$ cat src/rtl/fdiv_iter.sv
// Iterative IEEE-754 single divider: 27-cycle radix-2 restoring mantissa divide plus one round/pack cycle.
// Specials resolve in one cycle; a single operation is in flight and the result holds in DONE until out_ready.
module fdiv_iter (
  input  logic        clk,
  input  logic        rstn,
  input  logic        in_valid,
  output logic        in_ready,
  input  logic [31:0] s,
  input  logic [31:0] t,
  output logic        out_valid,
  input  logic        out_ready,
  output logic [31:0] d,
  output logic        overflow,
  output logic        underflow,
  output logic        div_by_zero
);

  typedef enum logic [1:0] {IDLE, DIV, ROUND, DONE} state_t;

  state_t       state_q, state_d;
  logic         sign_q, sign_d;
  logic [7:0]   es_q, es_d, et_q, et_d;
  logic [24:0]  rem_q, rem_d;
  logic [23:0]  mt_q, mt_d;
  logic [26:0]  quo_q, quo_d;
  logic [4:0]   cnt_q, cnt_d;
  logic [31:0]  d_q, d_d;
  logic         ovf_q, ovf_d, unf_q, unf_d, dbz_q, dbz_d;

  logic s_zero, s_inf, s_nan, t_zero, t_inf, t_nan, sign_in;
  logic is_special, spec_dbz;
  logic [31:0] spec_res;

  assign sign_in = s[31] ^ t[31];
  assign s_zero  = (s[30:23] == 8'h00);
  assign t_zero  = (t[30:23] == 8'h00);
  assign s_inf   = (s[30:23] == 8'hFF) && (s[22:0] == 23'd0);
  assign t_inf   = (t[30:23] == 8'hFF) && (t[22:0] == 23'd0);
  assign s_nan   = (s[30:23] == 8'hFF) && (s[22:0] != 23'd0);
  assign t_nan   = (t[30:23] == 8'hFF) && (t[22:0] != 23'd0);

  // Exponent field of zero means zero: denormal inputs are flushed here.
  always_comb begin
    spec_res   = 32'h0;
    spec_dbz   = 1'b0;
    is_special = 1'b1;
    if (s_nan)                                  spec_res = {s[31], 8'hFF, 1'b1, s[21:0]};
    else if (t_nan)                             spec_res = {t[31], 8'hFF, 1'b1, t[21:0]};
    else if ((s_inf && t_inf) || (s_zero && t_zero)) spec_res = 32'h7FC0_0000;
    else if (s_inf)                             spec_res = {sign_in, 8'hFF, 23'd0};
    else if (t_inf)                             spec_res = {sign_in, 31'd0};
    else if (t_zero) begin
      spec_res = {sign_in, 8'hFF, 23'd0};
      spec_dbz = 1'b1;
    end
    else if (s_zero)                            spec_res = {sign_in, 31'd0};
    else                                        is_special = 1'b0;
  end

  logic        qbit;
  logic [24:0] diff;
  assign qbit = (rem_q >= {1'b0, mt_q});
  assign diff = rem_q - (qbit ? {1'b0, mt_q} : 25'd0);

  logic [23:0]       mant;
  logic              g, r, st, adj, inc, rc;
  logic [22:0]       frac;
  logic signed [9:0] e_res;

  // Quotient lies in (0.5, 2): adj tracks the one-bit renormalisation.
  always_comb begin
    if (quo_q[26]) begin
      mant = quo_q[26:3];
      g    = quo_q[2];
      r    = quo_q[1];
      st   = quo_q[0] | (rem_q != 25'd0);
      adj  = 1'b0;
    end else begin
      mant = quo_q[25:2];
      g    = quo_q[1];
      r    = quo_q[0];
      st   = (rem_q != 25'd0);
      adj  = 1'b1;
    end
    inc   = g & (r | st | mant[0]);
    frac  = mant[22:0] + {22'd0, inc};
    rc    = (&mant) & inc;
    e_res = $signed({2'b00, es_q}) - $signed({2'b00, et_q}) + 10'sd127
            - $signed({9'd0, adj}) + $signed({9'd0, rc});
  end

  always_comb begin
    state_d = state_q;
    sign_d  = sign_q;
    es_d    = es_q;
    et_d    = et_q;
    rem_d   = rem_q;
    mt_d    = mt_q;
    quo_d   = quo_q;
    cnt_d   = cnt_q;
    d_d     = d_q;
    ovf_d   = ovf_q;
    unf_d   = unf_q;
    dbz_d   = dbz_q;
    case (state_q)
      IDLE: begin
        if (in_valid) begin
          sign_d = sign_in;
          es_d   = s[30:23];
          et_d   = t[30:23];
          ovf_d  = 1'b0;
          unf_d  = 1'b0;
          dbz_d  = 1'b0;
          if (is_special) begin
            d_d     = spec_res;
            dbz_d   = spec_dbz;
            state_d = DONE;
          end else begin
            rem_d   = {2'b01, s[22:0]};
            mt_d    = {1'b1, t[22:0]};
            quo_d   = 27'd0;
            cnt_d   = 5'd26;
            state_d = DIV;
          end
        end
      end
      DIV: begin
        rem_d = diff << 1;
        quo_d = {quo_q[25:0], qbit};
        cnt_d = cnt_q - 5'd1;
        if (cnt_q == 5'd0) state_d = ROUND;
      end
      ROUND: begin
        if (e_res >= 10'sd255) begin
          d_d   = {sign_q, 8'hFF, 23'd0};
          ovf_d = 1'b1;
        end else if (e_res <= 10'sd0) begin
          d_d   = {sign_q, 31'd0};
          unf_d = 1'b1;
        end else begin
          d_d = {sign_q, e_res[7:0], frac};
        end
        state_d = DONE;
      end
      DONE: begin
        if (out_ready) state_d = IDLE;
      end
      default: state_d = IDLE;
    endcase
  end

  always_ff @(posedge clk) begin
    if (!rstn) begin
      state_q <= IDLE;
      sign_q  <= 1'b0;
      es_q    <= 8'd0;
      et_q    <= 8'd0;
      rem_q   <= 25'd0;
      mt_q    <= 24'd0;
      quo_q   <= 27'd0;
      cnt_q   <= 5'd0;
      d_q     <= 32'd0;
      ovf_q   <= 1'b0;
      unf_q   <= 1'b0;
      dbz_q   <= 1'b0;
    end else begin
      state_q <= state_d;
      sign_q  <= sign_d;
      es_q    <= es_d;
      et_q    <= et_d;
      rem_q   <= rem_d;
      mt_q    <= mt_d;
      quo_q   <= quo_d;
      cnt_q   <= cnt_d;
      d_q     <= d_d;
      ovf_q   <= ovf_d;
      unf_q   <= unf_d;
      dbz_q   <= dbz_d;
    end
  end

  assign in_ready    = (state_q == IDLE);
  assign out_valid   = (state_q == DONE);
  assign d           = d_q;
  assign overflow    = ovf_q;
  assign underflow   = unf_q;
  assign div_by_zero = dbz_q;

endmodule

$ cat config.mk
export PLATFORM = sky130hd
export DESIGN_NAME = fdiv_iter
export DESIGN_NICKNAME = d
export VERILOG_FILES = /design/src/rtl/fdiv_iter.sv
export SDC_FILE = /design/constraint.sdc
export NUM_CORES = 1
export LEC_CHECK = 0
export CAP_MARGIN = 20
export CORE_MARGIN = 2
export CORE_UTILIZATION = 55
export DETAILED_ROUTE_END_ITERATION = 10
export GPL_ROUTABILITY_DRIVEN = 0
export GPL_TIMING_DRIVEN = 0
export PLACE_DENSITY = 0.78
export SETUP_SLACK_MARGIN = 0.15
export SYNTH_ARGS = -nofsm -noshare
export SYNTH_HDL_FRONTEND = slang
export SYNTH_SLANG_ARGS = --single-unit
$ cat constraint.sdc
create_clock -name clk -period 6.6 [get_ports clk]
set_input_delay 1.32 -clock clk [delete_from_list [all_inputs] [get_ports clk]]
set_output_delay 1.32 -clock clk [all_outputs]
set_load 0.05 [all_outputs]
==> results.cfg <==
[outcome]
run_status = finished, final reports clean

[global_routing]
antenna_found_initial = 0
grt_pass1_wl_mm = 47.80
overflow = 0
grt_pass1_vias = 9106
track_usage = 0.3398
grt_max_degree = 17

[timing]
period_needed_ps = 6003
skew_ps = 8.208
setup_viol = 0
max-slew-margin-rel = 0.2450
rsz0062_at_grt = no
clock.fmax_ghz = 0.1666
hold_violations = 0
finalCritPeriodShare = 0.9096
worst_pin_slew_ps = 1120
slew_viol_final = 0
fin_tns_setup_ps = 0

[worst_setup_path]
critPathLaunch = quo_q[26]
crit_path_start_kind = flip-flop
critPathRequiredTime_ps = 6960
cp.arrival_ps = 6360
critical_path.max_fanout = 10
worstReg2RegStart = quo_q[26]
crit_path_end_kind = flip-flop
worstSetupPathType = reg2reg

[synth]
yosysMostFrequentCell = nor2_1
synth_cell_types = 82
syn_inst = 1235
ys_top_cells_by_area = dfxtp_1 (29%), ha_1 (9.3%), a21oi_1 (7.7%), nor2_1 (6.6%), nand2_1 (4.1%)
synth_commonest_cells = nor2_1 (163), a21oi_1 (144), dfxtp_1 (135)
ys_warn_count = 0
syn_area_per_cell_um2 = 7.550
yosysTopAreaCell = dfxtp_1
yosysSeqAreaShare = 0.2899
synth_top_area_frac = 0.2899
synth_area_um2 = 9324
synthArstFlopShare = 0
synth-edff-count = 0
synth_nets = 1376
ys_dominant_reg_cell = dfxtp_1
synth_seq_cells = 135

[min_path]
hold_path_class = reg2reg
hold_path_startpoint = et_q[1]

[clock_tree]
cts-hold-fix-buffers = 0
h-tree-depth = 4
clk_latency_ps = 430
cts_made_buffers = 17
cts.repair.resized = 0
cts_buffer_depth = 2
cts_sinks = 135
cts.clk_slew.worst_paths_ps = 60
post-cts-setup-buffers = 0
cts-root-buf = clkbuf_16
cts_tree = yes

[die]
core.rowCount = 47
fp.dieW_um = 134.2
num_io_pins = 105
start_util = 0.5622
core-area_um2 = 16580
die_area_um2 = 18010
die_h_um = 134.2

[placement]
numPortBuffers = 104
dp_cells = 1559
hpwlAfterDp_mm = 23.93
dpl-instance-area_um2 = 10640

[run]
maxCapViolCount = 0

[detailed_routing]
routed_wl_mm = 30.77
drt-wirelength-per-cell_um = 19.40
firstDrtPassIters = 8
drc = 0
drt-initial-drc-count = 1079
vias_per_cell = 6.302
final_antenna_net_count = 0
vias = 9995

[layout]
final_area_um2 = 11160
antenna_cells = 0
drive_above_1_share = 0.04319
fin_util = 0.6727
layoutNonFillerInstCount = 1586
syn_to_final_growth_pct = 19.65
final_nets = 1499

[power]
ir_drop_mv = 0.4255
p_leak_nw = 4.261
power_density_nw_per_um2 = 511.6
through the flow:
stage | total power [mW] | hold slack (ps) | setup slack, ps
after global placement | 4.644 | 444.7 | 855.2
after floorplan | 3.821 | 436.3 | 2009
final | 5.707 | 451.5 | 596.6
after CTS | 5.627 | 455.5 | 792.2
after detailed placement | 4.730 | 448.2 | 833.7
after global routing | 6.079 | 473.0 | 390.2
logic make-up (layout without fill, tap and decap cells):
kind of cell,count (synthesis),in the layout,share of synthesized area
multiplexers,22,22,0.02402
buffers and inverters,142,273,0.06092
adder cells (fa/ha/maj),73,73,0.1012
flip-flops,135,135,0.2899
XOR/XNOR,32,32,0.03006
AO/OA/AOI/OAI,391,391,0.2717
AND/OR/NAND/NOR,440,440,0.2222
report_power, final:
group	total, mW	internal [mW]	switching (mW)
clock	0.868	0.523	0.345
combinational	3.67	1.35	2.31
sequential	1.17	0.994	0.177
total	5.71	2.87	2.84
placed cells by master, fill, tap and decap left out, types with 16 or more instances in the layout:
master	Yosys	final
nand4_1	16	16
nor4_1	20	20
dfxtp_1	135	135
nand3_1	21	21
a31oi_1	19	19
xnor2_1	21	21
a21oi_1	144	144
clkbuf_16	0	17
nor2_1	163	163
nand2_1	102	102
clkdlybuf4s50_1	0	104
o21ai_0	69	69
inv_1	67	67
ha_1	69	69
nor3_1	34	34
mux2i_1	19	19
clkbuf_1	54	56
a22oi_1	25	25
and3_1	22	22
nor2b_1	16	16
a211oi_1	23	23
critical path, stage by stage, from the launching register on:
cell and delay [ps]:
dfxtp_1 400, buf_2 240, buf_2 250, buf_1 420, buf_1 620, nand2_1 100
o2bb2ai_1 180, nor3_1 390, fa_1 300, ha_1 180, inv_1 50, fa_1 390
nor2b_1 130, o21ai_1 80, a21boi_1 350, o32ai_1 260, o211ai_1 270, nor4b_2 580
buf_2 400, a21oi_1 180, nor2_1 130
final cells by class:
cell class	count	area (um^2)
Buffer	74	312.8
Clock buffer	21	460.4
Clock inverter	6	55.05
Fill cell	1481	5428
Inverter	68	255.2
Multi-Input combinational cell	958	6053
Sequential cell	135	2703
Tap cell	220	275.3
Timing Repair Buffer	104	1041
sequential cells by signal, summed over array words and instances, names as in the netlist:
register / flops
cnt_q: 5
d: 32
div_by_zero: 1
es_q: 8
et_q: 8
mt_q: 24
overflow: 1
quo_q: 27
rem_q: 25
sign_q: 1
state_q: 2
underflow: 1
layer usage:
metal	routed length, um	vias up	share of wire	GRT usage
met1	12500	4601	0.41	0.4559
met4	1518	0	0.049	0.1673
met3	3420	122	0.11	0.07181
met5	0	-	0	0
met2	13320	575	0.43	0.5187
li1	-	4697	-	-
final timing paths:
| kind | end | slack [ps] | depth (start not counted) |
|---|---|---|---|
| max | d[0] | 600 | 20 |
| min | et_q[1] | 450 | 2 |
| max reg2reg | d[0] | 600 | 20 |
| min reg2reg | et_q[1] | 450 | 2 |
(Power assumes the default switching activity.)
